$ cat src/rtl/game_control_hub_pkg.sv
// Shared types and constants for the game control hub: controller states,
// LED field layout and counter sizing.
package game_pkg;

  typedef enum logic [1:0] {
    HOLD  = 2'd0,
    IDLE  = 2'd1,
    PLAY  = 2'd2,
    PAUSE = 2'd3
  } ctl_state_t;

  localparam int MAX_PLAYERS   = 8;
  localparam int LED_W         = 10;
  localparam int LED_Z_LSB     = 0;
  localparam int LED_STATE_LSB = 8;
  localparam int LED_STATE_MSB = 9;

  // Width for a counter holding 0..limit-1; never narrower than one bit.
  function automatic int cnt_w(input int limit);
    return (limit > 1) ? $clog2(limit) : 1;
  endfunction

endpackage

$ cat src/rtl/button_debounce.sv
// One raw button: 2-flop synchronizer, stable-count debouncer and rising-edge
// detector. rise_o leads press_o by one cycle so the FSM can register on it.
module button_debounce
  import game_pkg::*;
#(
  parameter int DEBOUNCE_CYCLES = 250000
) (
  input  logic clk,
  input  logic rst_n,
  input  logic btn_raw_i,
  output logic level_o,
  output logic rise_o,
  output logic press_o
);
  localparam int            CW       = cnt_w(DEBOUNCE_CYCLES);
  localparam logic [CW-1:0] CNT_LAST = CW'(DEBOUNCE_CYCLES - 1);

  logic          s1_q, s2_q;
  logic          level_q, level_d;
  logic          prev_q, press_q;
  logic [CW-1:0] cnt_q, cnt_d;

  // The count only runs while the synchronized value disagrees with the level,
  // so any return to the old value restarts it from zero.
  always_comb begin
    level_d = level_q;
    cnt_d   = '0;
    if (s2_q != level_q) begin
      if (cnt_q == CNT_LAST) level_d = ~level_q;
      else                   cnt_d   = cnt_q + 1'b1;
    end
  end

  always_ff @(posedge clk or negedge rst_n) begin
    if (!rst_n) begin
      s1_q    <= 1'b0;
      s2_q    <= 1'b0;
      level_q <= 1'b0;
      cnt_q   <= '0;
      prev_q  <= 1'b0;
      press_q <= 1'b0;
    end else begin
      s1_q    <= btn_raw_i;
      s2_q    <= s1_q;
      level_q <= level_d;
      cnt_q   <= cnt_d;
      prev_q  <= level_q;
      press_q <= rise_o;
    end
  end

  assign level_o = level_q;
  assign rise_o  = level_q & ~prev_q;
  assign press_o = press_q;
endmodule

$ cat src/rtl/game_control_hub.sv
// Controller front end: debounces every player's Z/C buttons and runs the
// HOLD/IDLE/PLAY/PAUSE game-control state machine with chord soft reset.
module game_control_hub
  import game_pkg::*;
#(
  parameter int NUM_PLAYERS     = 2,
  parameter int DEBOUNCE_CYCLES = 250000,
  parameter int RST_DELAY       = 2500000,
  parameter int HOLD_FRAMES     = 120
) (
  input  logic                   clkin,
  input  logic                   rst,
  input  logic [NUM_PLAYERS-1:0] z_btn,
  input  logic [NUM_PLAYERS-1:0] c_btn,
  input  logic                   frame_tick,
  output logic [NUM_PLAYERS-1:0] z_press,
  output logic [NUM_PLAYERS-1:0] c_press,
  output logic                   game_rst,
  output logic                   game_run,
  output logic                   start_pulse,
  output logic [1:0]             state,
  output logic [2:0]             paused_by,
  output logic [LED_W-1:0]       leds
);
  localparam int            RW         = cnt_w(RST_DELAY);
  localparam int            FW         = cnt_w(HOLD_FRAMES);
  localparam logic [RW-1:0] RST_LAST   = RW'(RST_DELAY - 1);
  localparam logic [FW-1:0] CHORD_LAST = FW'(HOLD_FRAMES - 1);

  logic [NUM_PLAYERS-1:0] z_lvl, z_rise, c_lvl, c_rise;
  logic [MAX_PLAYERS-1:0] c_rise_ext;
  logic [2:0]             c_low;
  logic                   chord_all, soft_rst;

  ctl_state_t    state_q, state_d;
  logic [RW-1:0] hold_q, hold_d;
  logic [FW-1:0] chord_q, chord_d;
  logic [2:0]    paused_q, paused_d;
  logic          start_q, start_d;

  for (genvar g = 0; g < NUM_PLAYERS; g++) begin : g_btn
    button_debounce #(.DEBOUNCE_CYCLES(DEBOUNCE_CYCLES)) u_z (
      .clk(clkin), .rst_n(rst), .btn_raw_i(z_btn[g]),
      .level_o(z_lvl[g]), .rise_o(z_rise[g]), .press_o(z_press[g])
    );
    button_debounce #(.DEBOUNCE_CYCLES(DEBOUNCE_CYCLES)) u_c (
      .clk(clkin), .rst_n(rst), .btn_raw_i(c_btn[g]),
      .level_o(c_lvl[g]), .rise_o(c_rise[g]), .press_o(c_press[g])
    );
  end

  always_comb begin
    c_rise_ext                  = '0;
    c_rise_ext[NUM_PLAYERS-1:0] = c_rise;
    c_low                       = '0;
    for (int i = NUM_PLAYERS - 1; i >= 0; i--) begin
      if (c_rise[i]) c_low = 3'(i);
    end
  end

  assign chord_all = (&z_lvl) & (&c_lvl);
  assign soft_rst  = ((state_q == PLAY) || (state_q == PAUSE)) && chord_all &&
                     frame_tick && (chord_q == CHORD_LAST);

  // Soft reset is tested first so it beats pause/resume; z presses only matter in IDLE.
  always_comb begin
    state_d  = state_q;
    hold_d   = hold_q;
    chord_d  = '0;
    paused_d = paused_q;
    start_d  = 1'b0;
    case (state_q)
      HOLD: begin
        if (hold_q == RST_LAST) begin
          state_d = IDLE;
          hold_d  = '0;
        end else begin
          hold_d = hold_q + 1'b1;
        end
      end
      IDLE: begin
        if (|z_rise) begin
          state_d = PLAY;
          start_d = 1'b1;
        end
      end
      PLAY, PAUSE: begin
        if (soft_rst) begin
          state_d = HOLD;
          hold_d  = '0;
        end else begin
          if (chord_all) begin
            chord_d = (frame_tick && (chord_q != CHORD_LAST)) ? chord_q + 1'b1 : chord_q;
          end
          if ((state_q == PLAY) && (|c_rise)) begin
            state_d  = PAUSE;
            paused_d = c_low;
          end else if ((state_q == PAUSE) && c_rise_ext[paused_q]) begin
            state_d = PLAY;
          end
        end
      end
      default: state_d = HOLD;
    endcase
  end

  always_ff @(posedge clkin or negedge rst) begin
    if (!rst) begin
      state_q  <= HOLD;
      hold_q   <= '0;
      chord_q  <= '0;
      paused_q <= '0;
      start_q  <= 1'b0;
    end else begin
      state_q  <= state_d;
      hold_q   <= hold_d;
      chord_q  <= chord_d;
      paused_q <= paused_d;
      start_q  <= start_d;
    end
  end

  assign state       = state_q;
  assign game_rst    = (state_q == HOLD);
  assign game_run    = (state_q == PLAY);
  assign start_pulse = start_q;
  assign paused_by   = paused_q;

  always_comb begin
    leds                                = '0;
    leds[LED_Z_LSB +: NUM_PLAYERS]      = z_lvl;
    leds[LED_STATE_MSB:LED_STATE_LSB]   = state_q;
  end
endmodule

$ cat config.mk
export PLATFORM = sky130hd
export DESIGN_NAME = game_control_hub
export DESIGN_NICKNAME = d
export VERILOG_FILES = /design/src/rtl/game_control_hub_pkg.sv /design/src/rtl/button_debounce.sv /design/src/rtl/game_control_hub.sv
export SDC_FILE = /design/constraint.sdc
export NUM_CORES = 1
export LEC_CHECK = 0
export ABC_AREA = 1
export BUFFER_PORTS_ARGS = -buffer_cell sky130_fd_sc_hd__buf_2
export CORE_UTILIZATION = 40
export CTS_BUF_LIST = sky130_fd_sc_hd__clkbuf_8 sky130_fd_sc_hd__clkbuf_16
export CTS_CLUSTER_SIZE = 14
export DETAILED_ROUTE_END_ITERATION = 8
export PLACE_DENSITY = 0.62
export SLEW_MARGIN = 20
export SYNTH_ARGS = -nofsm -noshare
export SYNTH_HDL_FRONTEND = slang
export SYNTH_SLANG_ARGS = --single-unit
$ cat constraint.sdc
create_clock -name clkin -period 1.8 [get_ports clkin]
set_clock_uncertainty 0.2 [all_clocks]
set_input_delay 0.18 -clock clkin [delete_from_list [all_inputs] [get_ports clkin]]
set_output_delay 0.18 -clock clkin [all_outputs]
set_load 0.05 [all_outputs]
==> results.json <==
{
  "synth_area_mm2": 0.006626,
  "critPathMaxFanout": 6,
  "final_util_pct": 51.39,
  "hold_viol_final": 0,
  "synthCells": 854,
  "final_cell_mix": "174 x nand2_1, 149 x nor2_1, 123 x dfrtp_1",
  "slowest_delay_ps": 410,
  "critPathArrivalTime_ps": 1900,
  "slew_viol_final": 0,
  "worst-path-buf-inv": 1,
  "setup_violations": 0,
  "io_buffer_count": 20,
  "place_congestion": 0.9246,
  "cts_root_buf": "clkbuf_16",
  "holdCritPathClass": "in -> async",
  "cp-end-kind": "flip-flop",
  "coreArea_mm2": 0.01600,
  "synth_edf_count": 0,
  "fin_tns_setup_ps": 0,
  "crit_top_cell": "nand2_1",
  "hold_slack_ps": 29.33,
  "numCtsBuffers": 17,
  "drt-total-wl_mm": 14.37,
  "placed_area_mm2": 0.007206,
  "start_util_pct": 41.41,
  "ys_ff_latch": 125,
  "p_leak_uw": 0.003808,
  "route.detailed.drc": 0,
  "cp.required_ps": 1940,
  "rsz0062_at_grt": "yes",
  "critPathTopFamily": "simple AND/OR/NAND/NOR gates",
  "antenna_cells": 0,
  "tritoncts": "yes",
  "clkLatencyLatePin_ps": 410,
  "dr.pass1.iters": 5,
  "drt_iter0_drc": 386,
  "min_period_over_period_pct": 97.78,
  "fillers": 1513,
  "drtAntennaViolNets": 0,
  "nets": 948,
  "cts_buffer_depth": 2,
  "synthFlopType": "dfrtp_1",
  "criticalPathCategory": "reg -> reg",
  "multi_input_area_mm2": 0.003137,
  "peakVddDrop_uv": 885.7,
  "ys_types": 36,
  "htree_levels": 4,
  "vias_per_cell": 4.759,
  "grt_util_all_layers_pct": 17.91,
  "wl_per_cell_um": 12.36,
  "drive_gt1_share_pct": 17.63,
  "grt_max_degree": 48,
  "die_h_um": 130.7,
  "clock_sinks": 125,
  "syn_avg_cell_area_um2": 7.759,
  "drv_cap": 0,
  "overflow": 0,
  "grt_pass1_wl_mm": 23.76,
  "grt_pass1_vias": 5083,
  "dieArea_mm2": 0.01709,
  "postLayoutCellArea_mm2": 0.008223,
  "layout_commonest_cell": "nand2_1",
  "num_io_pins": 29,
  "ys_warn_count": 0,
  "power_density_mw_per_mm2": 805.4,
  "min_period_ps": 1760,
  "dpl.hpwl_mm": 10.11,
  "synth_seq_area_share_pct": 47.21,
  "status": "finished, final reports clean",
  "via_count": 5535,
  "cp_slowest_cell": "dfrtp_1",
  "syn_to_final_growth_pct": 24.09,
  "antenna_found_initial": 0,
  "fmax_ghz": 0.5682,
  "cp-start-kind": "flip-flop",
  "regArea_mm2": 0.003131,
  "ys_async_sr_fraction_pct": 100.0,
  "clk_pin_slew_ps": 60,
  "die_w_um": 130.7,
  "place_ws_ps": -40.51,
  "critical_path.cell_chain": "ha_4 -> nand3_4 -> nor2_4 -> nand3_4 -> nand2_8 -> buf_6 -> nand2_1 -> nand2_1 -> nand2_1 -> nor2_1",
  "rows": 46,
  "setup_slack_ps": 40.01
}
-- cells by family after synthesis --
family                   Yosys count  share of synthesized area, %
flip-flops                       125                         47.21
adder cells (fa/ha/maj)            6                         1.133
AND/OR/NAND/NOR                  499                         33.36
buffers and inverters            138                         9.271
AO/OA/AOI/OAI                     46                         3.814
XOR/XNOR                          39                         5.155
other                              1                       0.05659
-- area by class of cell --
cell class                      count  area share [%]
Clock buffer                       19           5.508
Clock inverter                     12           1.978
Inverter                          116           5.295
Multi-Input combinational cell    600           38.15
Sequential cell                   125           38.07
Tap cell                          216           3.287
Timing Repair Buffer               75           7.715
-- worst reg2reg max path, stage by stage (launching register included) --
cell and delay, ps:
dfrtp_1 410, ha_4 180, nand3_4 80, nor2_4 140
nand3_4 150, nand2_8 150, buf_6 130, nand2_1 50
nand2_1 50, nand2_1 50, nor2_1 90
-- routing by layer --
layer  vias up  global-route usage [%]  share of wire (%)
met5         -                       0                  0
met3        17                   4.967                4.6
met2       102                   27.33                 45
met4         0                   6.761                1.6
met1      2559                   24.25                 48
li1       2857                       -                  -
-- cells in the mapped netlist (2+ instances only) --
library cell  number  area [µm²]
a31oi_1            2       12.51
o21bai_1           3       22.52
nand4_1           26       162.7
buf_4             16       120.1
nor3_2             2       20.02
buf_2              2       10.01
dfrtp_1          125        3128
o21ai_0           15       75.07
nor3_1            38       190.2
nor3b_1            8       60.06
xnor2_1            5       43.79
nand3_1           61       305.3
inv_1            113       424.2
xor2_1            34       297.8
nor2_4             2       22.52
o22ai_1            2       12.51
a21oi_1           21       105.1
buf_6              3       33.78
nand3_2            2       20.02
nor2_1           162       608.1
ha_1               6       75.07
nor2_2             5       31.28
nand2_1          182       683.2
nand2_2            4       25.02
nand3b_1           3       22.52
inv_2              2       7.510
-- where the power goes --
part	switching, µW	total [µW]	internal (µW)
logic	150	214	64.0
registers	22.4	2860	2840
clock network	1290	3540	2250
-- worst paths after layout --
path / startpoint / end / slack (ps) / cells after the start
min: rst / g_btn[0].u_z.cnt_q[14]$_DFF_PN0_ / 30 / 2
min reg2reg: g_btn[1].u_z.s1_q$_DFF_PN0_ / g_btn[1].u_z.s2_q$_DFF_PN0_ / 150 / 0
max in group asynchronous: rst / g_btn[1].u_c.cnt_q[17]$_DFF_PN0_ / 820 / 3
min in group clkin: g_btn[1].u_z.s1_q$_DFF_PN0_ / g_btn[1].u_z.s2_q$_DFF_PN0_ / 150 / 0
max: chord_q[1]$_DFFE_PN0P_ / hold_q[13]$_DFFE_PN0P_ / 40 / 10
max reg2reg: chord_q[1]$_DFFE_PN0P_ / hold_q[13]$_DFFE_PN0P_ / 40 / 10
-- registers in the layout, indices dropped and copies added, names as in the netlist --
register,flops
chord_q,7
g_btn.u_c.cnt_q,36
g_btn.u_c.level_o,2
g_btn.u_c.press_o,2
g_btn.u_c.prev_q,2
g_btn.u_c.s1_q,2
g_btn.u_c.s2_q,2
g_btn.u_z.cnt_q,36
g_btn.u_z.level_o,2
g_btn.u_z.press_o,2
g_btn.u_z.prev_q,2
g_btn.u_z.s1_q,2
g_btn.u_z.s2_q,2
hold_q,22
paused_by,1
start_pulse,1
state,2
-- stage by stage --
step | power, µW | instances
global route | 6862 | 1163
global placement | 3116 | 1116
CTS | 6712 | 1154
detailed placement | 3119 | 1116
floorplan | 3020 | 861
finish | 6622 | 1163
-- repair_timing --
item / in CTS / in global routing
resized for setup: 3 / 64
pin swaps: 0 / 15
endpoints found under the hold margin: 130 / 0
hold buffers: 6 / 0
setup endpoints to repair: 15 / 49
setup buffers: 1 / 5
gates cloned: 0 / 4
Power figures use the tool's default switching activity.
